$ cat src/rtl/conv_cnt_pkg.sv
`default_nettype none
// ============================================================================
// Module      : conv_cnt_pkg
// Description : Shared types for the convolution position counter and the
//               conv control logic that consumes its flags.
// Revision    : 1.0 - initial release
// ============================================================================
package conv_cnt_pkg;

    // Counter run state: IDLE waits for start, RUN walks the frame
    typedef enum logic {
        IDLE = 1'b0,
        RUN  = 1'b1
    } cnt_state_e;

    localparam int c_DEFAULT_COL_W = 16;
    localparam int c_DEFAULT_ROW_W = 16;

endpackage : conv_cnt_pkg
`default_nettype wire

$ cat src/rtl/axis_counter.sv
`default_nettype none
// ============================================================================
// Module      : axis_counter
// Description : Single-axis strided index. Advances by stride on inc and
//               wraps to zero once the next index would reach the limit.
//               The last flag is computed one bit wider than the index so a
//               large stride near the top of the range cannot wrap falsely.
// Revision    : 1.0 - initial release
// ============================================================================
module axis_counter #(
    parameter int W = 16
) (
    input  logic         clk,
    input  logic         rst,
    input  logic         clear,
    input  logic         inc,
    input  logic [W-1:0] limit,
    input  logic [W-1:0] stride,
    output logic [W-1:0] index,
    output logic         last
);

    logic [W:0] w_sum;

    assign w_sum = {1'b0, index} + {1'b0, stride};
    assign last  = (w_sum >= {1'b0, limit});

    // Index register: clear beats inc, wrap to zero on the last position
    always_ff @(posedge clk) begin
        if (rst) begin
            index <= '0;
        end else if (clear) begin
            index <= '0;
        end else if (inc) begin
            index <= last ? '0 : w_sum[W-1:0];
        end
    end

endmodule : axis_counter
`default_nettype wire

$ cat src/rtl/frame_index_counter.sv
`default_nettype none
// ============================================================================
// Module      : frame_index_counter
// Description : Two-level column/row position counter walking a programmable
//               WIDTH x HEIGHT frame with programmable strides. Provides
//               first/last column, last row flags and row/frame done pulses.
// Revision    : 1.0 - initial release
// ============================================================================
module frame_index_counter
    import conv_cnt_pkg::*;
#(
    parameter int COL_W = 16,
    parameter int ROW_W = 16
) (
    input  logic             clk,
    input  logic             rst,
    input  logic             start,
    input  logic             abort,
    input  logic             step,
    input  logic [COL_W-1:0] cfg_width,
    input  logic [ROW_W-1:0] cfg_height,
    input  logic [COL_W-1:0] cfg_cstride,
    input  logic [ROW_W-1:0] cfg_rstride,
    output logic             busy,
    output logic [COL_W-1:0] col,
    output logic [ROW_W-1:0] row,
    output logic             first_col,
    output logic             last_col,
    output logic             last_row,
    output logic             row_done,
    output logic             frame_done
);

    localparam logic [COL_W-1:0] c_COL_ONE = COL_W'(1);
    localparam logic [ROW_W-1:0] c_ROW_ONE = ROW_W'(1);

    cnt_state_e       r_state;
    cnt_state_e       w_state_nxt;
    logic [COL_W-1:0] r_width;
    logic [ROW_W-1:0] r_height;
    logic [COL_W-1:0] r_cstride;
    logic [ROW_W-1:0] r_rstride;
    logic             r_row_done;
    logic             r_frame_done;
    logic             w_run;
    logic             w_launch;
    logic             w_step_ok;
    logic             w_col_last;
    logic             w_row_last;
    logic             w_clear;

    assign w_run     = (r_state == RUN);
    // abort wins over start and step in the same cycle
    assign w_launch  = (r_state == IDLE) && start && !abort;
    assign w_step_ok = w_run && step && !abort;
    assign w_clear   = abort || w_launch;

    // State register
    always_ff @(posedge clk) begin
        if (rst) begin
            r_state <= IDLE;
        end else begin
            r_state <= w_state_nxt;
        end
    end

    // Next-state logic: leave RUN on abort or on the step off the final position
    always_comb begin
        w_state_nxt = r_state;
        case (r_state)
            IDLE:    if (w_launch) w_state_nxt = RUN;
            RUN:     if (abort || (w_step_ok && w_col_last && w_row_last)) w_state_nxt = IDLE;
            default: w_state_nxt = IDLE;
        endcase
    end

    // Output decode: flags are only meaningful while a frame is running
    always_comb begin
        busy      = w_run;
        first_col = w_run && (col == '0);
        last_col  = w_run && w_col_last;
        last_row  = w_run && w_row_last;
    end

    // Configuration latch on frame launch; zero fields clamp to one
    always_ff @(posedge clk) begin
        if (rst) begin
            r_width   <= c_COL_ONE;
            r_height  <= c_ROW_ONE;
            r_cstride <= c_COL_ONE;
            r_rstride <= c_ROW_ONE;
        end else if (w_launch) begin
            r_width   <= (cfg_width   == '0) ? c_COL_ONE : cfg_width;
            r_height  <= (cfg_height  == '0) ? c_ROW_ONE : cfg_height;
            r_cstride <= (cfg_cstride == '0) ? c_COL_ONE : cfg_cstride;
            r_rstride <= (cfg_rstride == '0) ? c_ROW_ONE : cfg_rstride;
        end
    end

    // Done pulses, registered so they appear the cycle after the wrapping step
    always_ff @(posedge clk) begin
        if (rst) begin
            r_row_done   <= 1'b0;
            r_frame_done <= 1'b0;
        end else begin
            r_row_done   <= w_step_ok && w_col_last;
            r_frame_done <= w_step_ok && w_col_last && w_row_last;
        end
    end

    assign row_done   = r_row_done;
    assign frame_done = r_frame_done;

    axis_counter #(
        .W (COL_W)
    ) u_col_cnt (
        .clk    (clk),
        .rst    (rst),
        .clear  (w_clear),
        .inc    (w_step_ok),
        .limit  (r_width),
        .stride (r_cstride),
        .index  (col),
        .last   (w_col_last)
    );

    axis_counter #(
        .W (ROW_W)
    ) u_row_cnt (
        .clk    (clk),
        .rst    (rst),
        .clear  (w_clear),
        .inc    (w_step_ok && w_col_last),
        .limit  (r_height),
        .stride (r_rstride),
        .index  (row),
        .last   (w_row_last)
    );

endmodule : frame_index_counter
`default_nettype wire
$ cat config.mk
export PLATFORM = sky130hd
export DESIGN_NAME = frame_index_counter
export DESIGN_NICKNAME = d
export VERILOG_FILES = /design/src/rtl/conv_cnt_pkg.sv /design/src/rtl/axis_counter.sv /design/src/rtl/frame_index_counter.sv
export SDC_FILE = /design/constraint.sdc
export NUM_CORES = 1
export LEC_CHECK = 0
export ABC_CLOCK_PERIOD_IN_PS = 7800
export BUFFER_PORTS_ARGS = -buffer_cell sky130_fd_sc_hd__buf_2
export CORE_MARGIN = 2
export CORE_UTILIZATION = 31
export DETAILED_ROUTE_END_ITERATION = 10
export GPL_TIMING_DRIVEN = 0
export SYNTH_ARGS = -nofsm -noshare
export SYNTH_HDL_FRONTEND = slang
export SYNTH_SLANG_ARGS = --single-unit
export TNS_END_PERCENT = 5
$ cat constraint.sdc
create_clock -name clk -period 7.8 [get_ports clk]
set_clock_uncertainty 0.05 [all_clocks]
set_input_delay 0.39 -clock clk [delete_from_list [all_inputs] [get_ports clk]]
set_output_delay 0.39 -clock clk [all_outputs]
set_load 0.01 [all_outputs]
==> results_dict.tcl <==
set metrics [dict create \
    post-route-drc-count 0 \
    drt_wl_total_mm 16.8 \
    grt_pass1_wl_mm 26.6 \
    netlist_area_mm2 0.00571 \
    clk_path_buf_depth 2 \
    rsz0062_at_grt "false" \
    finalCritPeriodShare 0.611 \
    synth-compound-area-share 0.221 \
    hold_slack_ns 0.232 \
    crit_path_end_kind "output port" \
    hold_viol 0 \
    postCtsHoldBufs 0 \
    hold_class "in -> reg" \
    critical_path_class "reg -> out" \
    boundaryPins 107 \
    combPwrFrac 0.142 \
    syn_inst 699 \
    numClockSinks 99 \
    ant_nets 0 \
    hpwlAfterDp_mm 13.2 \
    cts_root_buf "clkbuf_16" \
    syn-num-nets 834 \
    cts_buffers 9 \
    arrival_ns 4.33 \
    first_pass_iters 6 \
    worstMarginPinSlew_ns 0.674 \
    final_common_cell "nand2_1" \
    start_util 0.317 \
    vias 5284 \
    max_cap_viol_count 0 \
    cts_max_level 3 \
    cts_tree "done" \
    cts_setup_buffers 0 \
    maxSlewViolCount 0 \
    worstSetupStartpointType "flip-flop" \
    vdd_drop_max_uv 119 \
    synthTopCellsByArea "dfxtp_1 (35%), ha_1 (14%), nand2_1 (9.3%)" \
    route.detailed.wl_per_inst_um 16.0 \
    grt_antenna_before_repair 0 \
    grt_max_degree 17 \
    clk_pin_slew_ns 0.07 \
    cts_resized 0 \
    seqPwrFrac 0.447 \
    seq_area_frac_synth 0.347 \
    setup_tns_ns 0 \
    setup_viol 0 \
    clk-insertion-delay-late_ns 0.35 \
    synthArstFlopShare 0 \
    insertedDiodeCount 0 \
    synth_edf_count 0 \
    synth-simple-area-share 0.199 \
    worst-path-max-fanout 6 \
    row_count 49 \
    synthXorXnorAreaFrac 0.0399 \
    mostFrequentLayoutCells "nand2_1 (142), buf_2 (108), dfxtp_1 (99), a21oi_1 (95), ha_1 (64)" \
    synth_top_cell_area_share 0.347 \
    yosysUniqueCellTypes 53 \
    drive_above_1_share 0.162 \
    muxShareOfSynthArea 0 \
    die_h_um 140 \
    worst_ep_required_time_ns 7.36 \
    synth_fa_ha_area_frac 0.147 \
    p_int_w 0.000869 \
    crit_start "u_col_cnt.index[1]$_SDFFE_PP0P_" \
    ys_ff_latch 99 \
    switchingPower_w 0.000321 \
    min_period_ns 4.77 \
    avgViaCountPerCell 5.03 \
    syn_avg_cell_area_um2 8.17 \
    track_usage 0.173 \
    first_iter_violations 289 \
    slew_headroom 0.549 \
    yosys_warnings 0 \
    p_leak_nw 3.09 \
    grt_pass1_vias 4989 \
    grt-ovfl-total 0 \
    nets 951 \
    fp.dieArea_mm2 0.0195 \
    pwr-share-clk 0.411 \
    status "finished clean" \
    synth_top_family_by_area "compound AO/OA/AOI/OAI gates" \
    power.density_mw_per_mm2 174 \
    yosys_most_used_dff "dfxtp_1" \
    max_freq_mhz 210 \
    globalplace.congestion 0.859 \
    switching_share 0.270 \
    r2r_start "u_col_cnt.index[1]$_SDFFE_PP0P_" \
    port_buffers 106 \
    synth_top_cell_by_area "dfxtp_1" \
    design.core.area_mm2 0.0180 \
    area_growth_syn_to_layout_pct 19.8 \
    fp.dieW_um 140 \
    min_from "cfg_width[1]" \
]
==> metal layers <==
layer,vias up,share of wire,GRT usage
met5,-,0,0
met4,0,0.017,0.0558
met3,17,0.049,0.0299
met2,125,0.43,0.267
met1,2428,0.50,0.244
li1,2714,-,-
==> critical path, cell delays in order (launching register included) <==
cell and delay, ns:
dfxtp_1 0.44, ha_1 0.29, a211oi_1 0.28, o21a_1 0.22, o31ai_1 0.13, o31ai_1 0.49
o21ai_0 0.23, xor2_1 0.20, ha_1 0.31, nand3_1 0.13, or3_1 0.38, o32ai_1 0.34
nor3_2 0.17, nor2b_1 0.21, buf_2 0.16
==> power groups by stage <==
stage / Sequential (W) / Clock (W) / Combinational (W)
global placement: 0.000543 / 0 / 0.000167
global route: 0.000533 / 0.000516 / 0.000191
floorplan: 0.000540 / 0 / 0.000108
CTS: 0.000532 / 0.000496 / 0.000170
detailed placement: 0.000543 / 0 / 0.000168
finish: 0.000531 / 0.000489 / 0.000169
==> through the flow <==
stage	instances	utilization	total power (W)	worst slack [ns]	instance area (um2)
6_report	1050	0.380	0.00119	3.03	6850
5_1_grt	1050	0.380	0.00124	2.70	6850
4_1_cts	1050	0.380	0.00120	3.00	6850
3_5_place_dp	1034	0.362	0.000711	3.23	6530
3_3_place_gp	1034	0.362	0.000710	3.21	6530
2_1_floorplan	699	-	0.000648	3.78	5710
==> synth_stat cells (all sizes together), types with 2 or more instances <==
| library cell | n |
|---|---|
| a211o | 6 |
| a211oi | 5 |
| a21o | 20 |
| a21oi | 96 |
| a22o | 16 |
| a31oi | 4 |
| a32o | 3 |
| a41oi | 4 |
| and2 | 3 |
| and3 | 3 |
| and4 | 2 |
| buf | 6 |
| clkbuf | 25 |
| dfxtp | 99 |
| fa | 2 |
| ha | 64 |
| inv | 36 |
| nand2 | 142 |
| nand2b | 6 |
| nand3 | 17 |
| nand3b | 3 |
| nand4 | 9 |
| nor2 | 19 |
| nor2b | 8 |
| nor3 | 11 |
| nor4 | 17 |
| o211ai | 4 |
| o21a | 7 |
| o21ai | 16 |
| o21bai | 5 |
| o31ai | 3 |
| or3 | 3 |
| xnor2 | 16 |
| xor2 | 10 |
==> kinds of logic after synthesis <==
logic type / Yosys count
simple gates: 245
buf+inv: 67
xor+xnor: 26
fa+ha+maj: 66
flops: 99
compound gates: 196
==> registers in the layout, indices dropped and copies added (netlist names), 16 cells and up <==
| register | cells |
|---|---|
| r_width | 16 |
| u_col_cnt.index | 16 |
| r_rstride | 16 |
| r_cstride | 16 |
| u_row_cnt.index | 16 |
| r_height | 16 |
==> layout make-up <==
cell class / count / area (um2)
Tap cell: 229 / 287
Timing Repair Buffer: 106 / 531
Fill cell: 1899 / 11200
Buffer: 31 / 130
Inverter: 36 / 135
Clock inverter: 6 / 87.6
Sequential cell: 99 / 1980
Clock buffer: 10 / 229
Multi-Input combinational cell: 533 / 3470
==> final timing paths <==
kind	cells past startpoint	slack (ns)	endpoint
setup / recovery	14	3.03	last_col
hold / removal	3	0.23	r_width[1]$_SDFFE_PP0P_
setup reg to reg	15	3.17	u_row_cnt.index[0]$_SDFFE_PP0P_
hold reg to reg	2	0.40	r_height[2]$_SDFFE_PP0P_
No activity file was read; power rests on OpenSTA's default activity.
